--- src/rtl/mult_div_unit.sv ---
// rtl/mult_div_unit.sv - iterative multiply/divide unit with HI/LO registers
module mult_div_unit #(
   parameter int WIDTH = 32
) (
   input  logic             clk,
   input  logic             rst,
   input  logic             valid,
   input  logic [5:0]       funct,
   input  logic [WIDTH-1:0] rs_val,
   input  logic [WIDTH-1:0] rt_val,
   input  logic             cancel,
   output logic [WIDTH-1:0] hi,
   output logic [WIDTH-1:0] lo,
   output logic             busy,
   output logic             done,
   output logic             div_zero,
   output logic             stall
);

   localparam int CW = $clog2(WIDTH);
   localparam logic [CW-1:0] CNT_LAST = CW'(WIDTH - 1);

   localparam logic [1:0] S_IDLE = 2'd0;
   localparam logic [1:0] S_CALC = 2'd1;
   localparam logic [1:0] S_FIX  = 2'd2;
   localparam logic [1:0] S_DONE = 2'd3;

   localparam logic [5:0] F_MFHI  = 6'h10;
   localparam logic [5:0] F_MTHI  = 6'h11;
   localparam logic [5:0] F_MFLO  = 6'h12;
   localparam logic [5:0] F_MTLO  = 6'h13;
   localparam logic [5:0] F_MULT  = 6'h18;
   localparam logic [5:0] F_MULTU = 6'h19;
   localparam logic [5:0] F_DIV   = 6'h1A;
   localparam logic [5:0] F_DIVU  = 6'h1B;

   logic [1:0]         state_q, state_d;
   logic [CW-1:0]      cnt_q, cnt_d;
   // multiplicand for multiply, divisor for divide
   logic [WIDTH-1:0]   opnd_q, opnd_d;
   // multiply: {partial product, remaining multiplier bits}; divide: {remainder, quotient}
   logic [2*WIDTH-1:0] acc_q, acc_d;
   logic               is_div_q, is_div_d;
   logic               neg_res_q, neg_res_d;
   logic               neg_rem_q, neg_rem_d;
   logic               dz_q, dz_d;
   logic [WIDTH-1:0]   hi_q, hi_d;
   logic [WIDTH-1:0]   lo_q, lo_d;

   logic               op_mul, op_div, op_start, op_mthi, op_mtlo, op_listed, op_signed;
   logic               rs_neg, rt_neg;
   logic [WIDTH-1:0]   rs_abs, rt_abs;

   logic [WIDTH:0]     mul_sum;
   logic [2*WIDTH-1:0] mul_next;
   logic [WIDTH:0]     div_shift;
   logic [WIDTH+1:0]   div_diff;
   logic               div_ok;
   logic [2*WIDTH-1:0] div_next;

   logic [2*WIDTH-1:0] prod_fix;
   logic [WIDTH-1:0]   quot_fix, rem_fix;

   // instruction decode and operand magnitude/sign extraction
   always_comb begin
      op_mul    = valid & ((funct == F_MULT) | (funct == F_MULTU));
      op_div    = valid & ((funct == F_DIV) | (funct == F_DIVU));
      op_start  = op_mul | op_div;
      op_mthi   = valid & (funct == F_MTHI);
      op_mtlo   = valid & (funct == F_MTLO);
      op_listed = op_start | op_mthi | op_mtlo
                | (valid & ((funct == F_MFHI) | (funct == F_MFLO)));
      op_signed = (funct == F_MULT) | (funct == F_DIV);
      rs_neg    = op_signed & rs_val[WIDTH-1];
      rt_neg    = op_signed & rt_val[WIDTH-1];
      rs_abs    = rs_neg ? -rs_val : rs_val;
      rt_abs    = rt_neg ? -rt_val : rt_val;
   end

   // one shift-add or restoring-divide step, plus the final sign correction
   always_comb begin
      mul_sum   = {1'b0, acc_q[2*WIDTH-1:WIDTH]} + (acc_q[0] ? {1'b0, opnd_q} : '0);
      mul_next  = {mul_sum, acc_q[WIDTH-1:1]};

      // the top remainder bit shifted out acts as the carry, so a set carry always subtracts
      div_shift = {acc_q[2*WIDTH-1:WIDTH], acc_q[WIDTH-1]};
      div_diff  = {1'b0, div_shift} - {2'b00, opnd_q};
      div_ok    = ~div_diff[WIDTH+1];
      div_next  = {(div_ok ? div_diff[WIDTH-1:0] : div_shift[WIDTH-1:0]),
                   acc_q[WIDTH-2:0], div_ok};

      prod_fix  = neg_res_q ? -acc_q : acc_q;
      // a zero divisor leaves |rs| in the remainder; restoring its sign yields rs unchanged
      quot_fix  = dz_q ? '1 : (neg_res_q ? -acc_q[WIDTH-1:0] : acc_q[WIDTH-1:0]);
      rem_fix   = neg_rem_q ? -acc_q[2*WIDTH-1:WIDTH] : acc_q[2*WIDTH-1:WIDTH];
   end

   // FSM next state and register updates
   always_comb begin
      state_d   = state_q;
      cnt_d     = cnt_q;
      opnd_d    = opnd_q;
      acc_d     = acc_q;
      is_div_d  = is_div_q;
      neg_res_d = neg_res_q;
      neg_rem_d = neg_rem_q;
      dz_d      = dz_q;
      hi_d      = hi_q;
      lo_d      = lo_q;
      case (state_q)
         S_CALC: begin
            if (cancel) begin
               state_d = S_IDLE;
            end else begin
               acc_d = is_div_q ? div_next : mul_next;
               cnt_d = cnt_q + CW'(1);
               if (cnt_q == CNT_LAST) begin
                  state_d = S_FIX;
               end
            end
         end
         S_FIX: begin
            if (cancel) begin
               state_d = S_IDLE;
            end else begin
               state_d = S_DONE;
               if (is_div_q) begin
                  hi_d = rem_fix;
                  lo_d = quot_fix;
               end else begin
                  hi_d = prod_fix[2*WIDTH-1:WIDTH];
                  lo_d = prod_fix[WIDTH-1:0];
               end
            end
         end
         default: begin
            // IDLE and DONE both accept new work; DONE falls back to IDLE otherwise
            state_d = S_IDLE;
            if (!cancel) begin
               if (op_start) begin
                  state_d   = S_CALC;
                  cnt_d     = '0;
                  is_div_d  = op_div;
                  neg_res_d = rs_neg ^ rt_neg;
                  neg_rem_d = rs_neg;
                  dz_d      = op_div & (rt_val == '0);
                  opnd_d    = op_div ? rt_abs : rs_abs;
                  acc_d     = {{WIDTH{1'b0}}, (op_div ? rs_abs : rt_abs)};
               end else if (op_mthi) begin
                  hi_d = rs_val;
               end else if (op_mtlo) begin
                  lo_d = rs_val;
               end
            end
         end
      endcase
   end

   // state registers with synchronous reset
   always_ff @(posedge clk) begin
      if (rst) begin
         state_q   <= S_IDLE;
         cnt_q     <= '0;
         opnd_q    <= '0;
         acc_q     <= '0;
         is_div_q  <= 1'b0;
         neg_res_q <= 1'b0;
         neg_rem_q <= 1'b0;
         dz_q      <= 1'b0;
         hi_q      <= '0;
         lo_q      <= '0;
      end else begin
         state_q   <= state_d;
         cnt_q     <= cnt_d;
         opnd_q    <= opnd_d;
         acc_q     <= acc_d;
         is_div_q  <= is_div_d;
         neg_res_q <= neg_res_d;
         neg_rem_q <= neg_rem_d;
         dz_q      <= dz_d;
         hi_q      <= hi_d;
         lo_q      <= lo_d;
      end
   end

   // outputs
   always_comb begin
      hi       = hi_q;
      lo       = lo_q;
      busy     = (state_q == S_CALC) | (state_q == S_FIX);
      done     = (state_q == S_DONE);
      div_zero = done & dz_q;
      stall    = busy & op_listed;
   end

endmodule

--- config.mk ---
export PLATFORM = sky130hd
export DESIGN_NAME = mult_div_unit
export DESIGN_NICKNAME = d
export VERILOG_FILES = /design/src/rtl/mult_div_unit.sv
export SDC_FILE = /design/constraint.sdc
export NUM_CORES = 1
export LEC_CHECK = 0
export BUFFER_PORTS_ARGS = -buffer_cell sky130_fd_sc_hd__buf_2
export CAP_MARGIN = 5
export CORE_MARGIN = 2
export CORE_UTILIZATION = 55
export DETAILED_ROUTE_END_ITERATION = 12
export PLACE_DENSITY = 0.78
export SETUP_SLACK_MARGIN = 0.1
export SKIP_CTS_REPAIR_TIMING = 1
export SKIP_LAST_GASP = 1
export SLEW_MARGIN = 0
export SYNTH_ARGS = -nofsm -noshare
export SYNTH_HDL_FRONTEND = slang
export SYNTH_SLANG_ARGS = --single-unit
--- constraint.sdc ---
create_clock -name clk -period 3.7 [get_ports clk]
set_input_delay 0.74 -clock clk [delete_from_list [all_inputs] [get_ports clk]]
set_output_delay 0.74 -clock clk [all_outputs]
set_load 0.005 [all_outputs]
# Word-level counts from Yosys, hierarchy flattened
# Cells that the tools add are included.
classes:
  n_eq_ne: 15
  bitwise_logic: 25
  n_mux: 38
  n_reduce_logical: 9
  addsub: 8
op_table:
  columns: ["cell", "n"]
  rows:
  - ["two-way mux 32 bit", 20]
  - ["two-way mux 64 bit", 5]
  - ["negation 32 bit", 4]
  - ["case mux 32 bit (2 select lines)", 2]
  - ["case mux 64 bit (2 select lines)", 1]
  - ["negation 64 bit", 1]
  - ["== test 6 x 5 -> 1 bit (second input constant)", 8]
  - ["subtractor 33 x 32 -> 34 bit", 1]
  - ["adder 32 x 32 -> 33 bit", 1]
  - ["zero test 32 bit", 1]
  - ["two-way mux 5 bit", 3]
  - ["AND 1 bit", 10]
  - ["case mux 5 bit (2 select lines)", 1]
  - ["OR 1 bit", 9]
  - ["two-way mux 2 bit", 3]
  - ["AND reduction 3 bit", 2]
  - ["nonzero test 2 bit", 3]
  - ["adder 5 x 1 -> 5 bit (second input constant)", 1]
  - ["== test 5 bit (second input constant)", 1]
  - ["inverter 1 bit", 5]
  - ["AND reduction 5 bit", 1]
  - ["== test 2 bit (second input constant)", 2]
  - ["inequality test 2 x 1 -> 1 bit (second input constant)", 2]
  - ["case mux 2 bit (2 select lines)", 1]
  - ["other kinds (6)", 7]
totals:
  out_inout_bits: 68
  reg_bits: 171
  in_bits: 74

# Depth between registers and ports, before layout
logic_depth:
  ltp_word: 8
  mapped_depth: 15
  ltp_nobuf: 13

# Worst setup path after synthesis
# OpenSTA, ideal clock, no wires.
synth_path:
  path_kind: "register -> register"
  startpoint: "reg acc_q[0]"
  endpoint: "reg acc_q[63]"
  period_less_slack_ps: 3513
  path_buffers: 2
  path_slack_ps: 187
  path_stages_with_launch: 15
  t_arrival_ps: 3396
  path_cell_list: "dfxtp_1 clkbuf_1 inv_1 clkbuf_1 nor2_1 ha_1 o211ai_1 a21oi_1 a2111oi_0 o211ai_1 o2111ai_1 a31oi_1 a221o_1 a2111o_1 a32o_1"
synth_between:
  elab_chain_cells: 5
synth_rtl:
  columns: ["item", "line_no", "rtl"]
  rows:
  - ["from (decl)", "42", "logic [2*WIDTH-1:0] acc_q, acc_d;"]
  - ["from (signal assigned)", "165", "acc_q <= '0;"]
  - ["from (signal assigned)", "176", "acc_q <= acc_d;"]
  - ["two-way mux 32 bit", "82", "mul_sum = {1'b0, acc_q[2*WIDTH-1:WIDTH]} + (acc_q[0] ? {1'b0, opnd_q} : '0);"]
  - ["adder 32 x 32 -> 33 bit", "82", null]
  - ["two-way mux 64 bit", "115", "acc_d = is_div_q ? div_next : mul_next;"]
  - ["two-way mux 64 bit", "112", "if (cancel) begin"]
  - ["case mux 64 bit (2 select lines)", "110", "case (state_q)"]
# No other way between the ends. The select of a mux whose other input is x is not followed.
# A chain may end at the register's enable or synchronous reset.

# Worst setup path after layout
# Ends and elaborated chain as after synthesis.

==> summary.md <==
| Metric | Value |
|---|---|
| Hpwl dp | 41900 um |
| YS warnings | 0 |
| IO Pins | 142 |
| Port Buffer Count | 141 |
| Hold Path Stages | 2 |
| Post-synthesis adder-cell area fraction | 6.56% |
| Minimum clock period | 3.49 ns |
| RSZ-0062 raised after global routing | true |
| CP Cell Sequence | and2_1, ha_1, inv_1, fa_1, nand2b_1, a21oi_1, a2111oi_2, buf_4, o211ai_1, buf_4, o2111ai_1, buf_4, a31oi_1, a221o_1, a2111o_1, a32o_1 |
| Vias in the first global route | 14900 |
| Fin crit share | 94.3% |
| Mean Syn Cell Area | 7.46 um^2 |
| Post-route ant nets | 0 |
| Max stage delay cell, worst path | a2111o_1 |
| Clock Skew | 0.0170 ns |
| Logic gate share of total power | 13.8% |
| Post-Route WL | 54300 um |
| Final core occ | 63.5% |
| Largest fanout on the critical path | 4 |
| Avg WL per Cell | 22.5 um |
| Rows | 59 |
| Top FF cell, synth | dfxtp_1 |
| Worst setup margin | 0.209 ns |
| Area contributors post-synth | dfxtp_1 24%, a21oi_1 6.5%, ha_1 6.3% |
| Pre-CTS setup slack | 0.0528 ns |
| Synth Area in Simple Gates | 20.9% |
| R2R depth | 16 |
| First-pass GRT wire length | 82600 um |
| Die height | 167 um |
| CTS tree | done |
| Grt met2 use | 59.8% |
| Number of flops mapped to enable cells by yosys | 0 |
| Worst-Skew Late Latency | 0.45 ns |
| Synth area leader | dfxtp_1 |
| Switching Share | 31.7% |
| Worst path max stage delay | 0.42 ns |
| Root Driver | clkbuf_16 |
| Global Route Usage Sum | 37.5% |
| Max Fclk | 0.286 GHz |
| Initial DRC count | 1911 |
| Fraction of layout cells with a size suffix above 1 | 15.7% |
| Part of the power in registers | 42.9% |
| Average via count per standard cell | 6.65 |
| Met1 usage | 47.0% |
| Final #Nets | 2214 |
| CP bufs+invs | 4 |
| Met3 Use GR | 6.92% |
| TritonCTS Buffers | 17 |
| P_leak | 0.00688 uW |
| Pin count of the biggest net entering global routing | 88 |
| Fin. max-slew vios | 0 |
| CTS max path bufs | 2 |
| Most frequent cells in the layout | 209 x nor2_1, 199 x nand2_1, 189 x a21oi_1 |
| Via count | 16100 |
| Largest delay share family, worst path | compound AO/OA/AOI/OAI gates |
| Hold Fails Final Rpt | 0 |
| Crit path DAT | 3.85 ns |
| Worst Hold Class | reg2reg |
| P per Cell Area | 263 nW/um^2 |
| Asr flop ratio synth | 0% |
| Peak VDD IR | 0.252 mV |
| FF-to-FF End | acc_q[63] |
| Status | finished clean |
| Multiplexer share of the synthesized area | 5.26% |
| Area growth, synth to finish | 13.4% |
| DR pass1 iterations | 7 |
| Sequential share of the synthesized area | 23.5% |
| Syn_nets | 2097 |
| Worst slew margin | 28.4% |
| GR peak layer | met2 |
| CP most frequent cell | buf_4 |
| Die Span X | 167 um |
| Starting density of the core | 56.0% |
| CTS HTree Levels | 4 |
| CTS clk-pin slew, worst paths | 0.09 ns |
| Req. time, crit path | 4.05 ns |
| Final setup viols | 0 |
| Most common cell after layout, fill and taps aside | nor2_1 |
| Hold endpoint | opnd_q[13] |
| Top-area cell type share of the netlist area | 23.5% |
| Setup Total Neg Slack | 0 ns |
| Mapped Area | 14500 um^2 |
| Cell internal pwr | 2970 uW |
| Switching pwr | 1380 uW |
| GPL Wtd Cong | 1.01 |
| Worst-Margin Slew | 1.07 ns |
| Max-cap check violation count | 0 |
| Count of different cell masters after synthesis | 81 |
| RR Startpoint | acc_q[0] |
| Compound-Gate Fraction of Synth Area | 28.5% |
| Hold path start | opnd_q[13] |
| Critical path launch point type | register |
| Yosys reg bits | 171 |
| DIE AREA | 27800 um^2 |
| Post-Syn Instances | 1948 |
| WS Path Type | reg2reg |
| Crit end category | register |
| Gr ovfl total | 0 |
| Diode count | 0 |
| Largest family of logic cells by synthesized area | compound AO/OA/AOI/OAI gates |
| Antenna violations before repair | 0 |
| Post-route DRC | 0 |
| Flop2flop setup slack | 0.21 ns |
| Clock share of power | 43.3% |
| Sinks on Clock Net | 171 |
| Core area | 26000 um^2 |
| Post-Synth XOR/XNOR Area | 10.1% |
## routing by layer
metal | vias up | wire length, um
met5 | - | 0
met3 | 205 | 5350
met4 | 0 | 3540
met2 | 942 | 24500
li1 | 7395 | -
met1 | 7510 | 20900
## how the worst max path moves through the flow
stage	startpoint	endpoint	slack [ns]	depth (start not counted)
after floorplan	acc_q[0]	acc_q[63]	0.19	14
after global placement	acc_q[0]	acc_q[63]	0.16	13
after detailed placement	opnd_q[0]	acc_q[63]	0.05	15
after CTS	opnd_q[0]	acc_q[63]	0.04	15
after global routing	acc_q[0]	acc_q[60]	0.09	14
final	acc_q[0]	acc_q[63]	0.21	16
## state kept, by name, summed over array words and instances, names as in the netlist, 2 cells and up
signal,count
cnt_q,5
opnd_q,32
acc_q,64
state_q,2
lo,32
hi,32
## layout make-up
cell class,instances,area (um^2)
well taps,335,419
fillers,2382,9490
clock buffers,18,429
repair buffers,225,1370
flip-flops and latches,171,3420
multi-input cells,1580,10400
clock inverters,14,168
inverters,70,263
## cell families (layout without fill, tap and decap cells)
group           Yosys count  count (layout)
compound gates          623             623
xor+xnor                168             168
simple gates            641             641
buf+inv                 197             327
flops                   171             171
fa+ha+maj                75              75
mux                      73              73
## synthesized netlist by cell type, drive strengths merged (32+ instances only)
cell type and n:
ha 73, clkbuf 115, nor3 50, o221ai 32, inv 70, xor2 68
nand3 32, xnor2 100, nand2 199, dfxtp 171, a21oi 189, o21ai 117
nor2 210, mux2i 46, a211oi 41
## power by group through the flow
| stage | Sequential, uW | Combinational (uW) | Clock [uW] |
|---|---|---|---|
| after detailed placement | 1910 | 572 | 0 |
| after global placement | 1900 | 567 | 0 |
| after CTS | 1860 | 576 | 1870 |
| after global routing | 1860 | 633 | 1930 |
| after floorplan | 1900 | 335 | 0 |
| final | 1860 | 599 | 1880 |
## worst min-delay path, delay by kind of cell (launching register included)
kind | cells | cell delay, ns
flip-flops | 1 | 0.31
AND/OR/NAND/NOR | 1 | 0.05
AO/OA/AOI/OAI | 1 | 0.05
## metrics by stage
step,area (um^2),power (uW),hold slack [ns],instances
2_1_floorplan,14500,2240,0.432,1948
3_3_place_gp,15900,2470,0.436,2380
3_5_place_dp,15900,2480,0.438,2380
4_1_cts,16500,4310,0.453,2412
5_1_grt,16500,4430,0.474,2413
6_report,16500,4340,0.451,2413
Note: power is estimated with default switching activity, not from simulation.
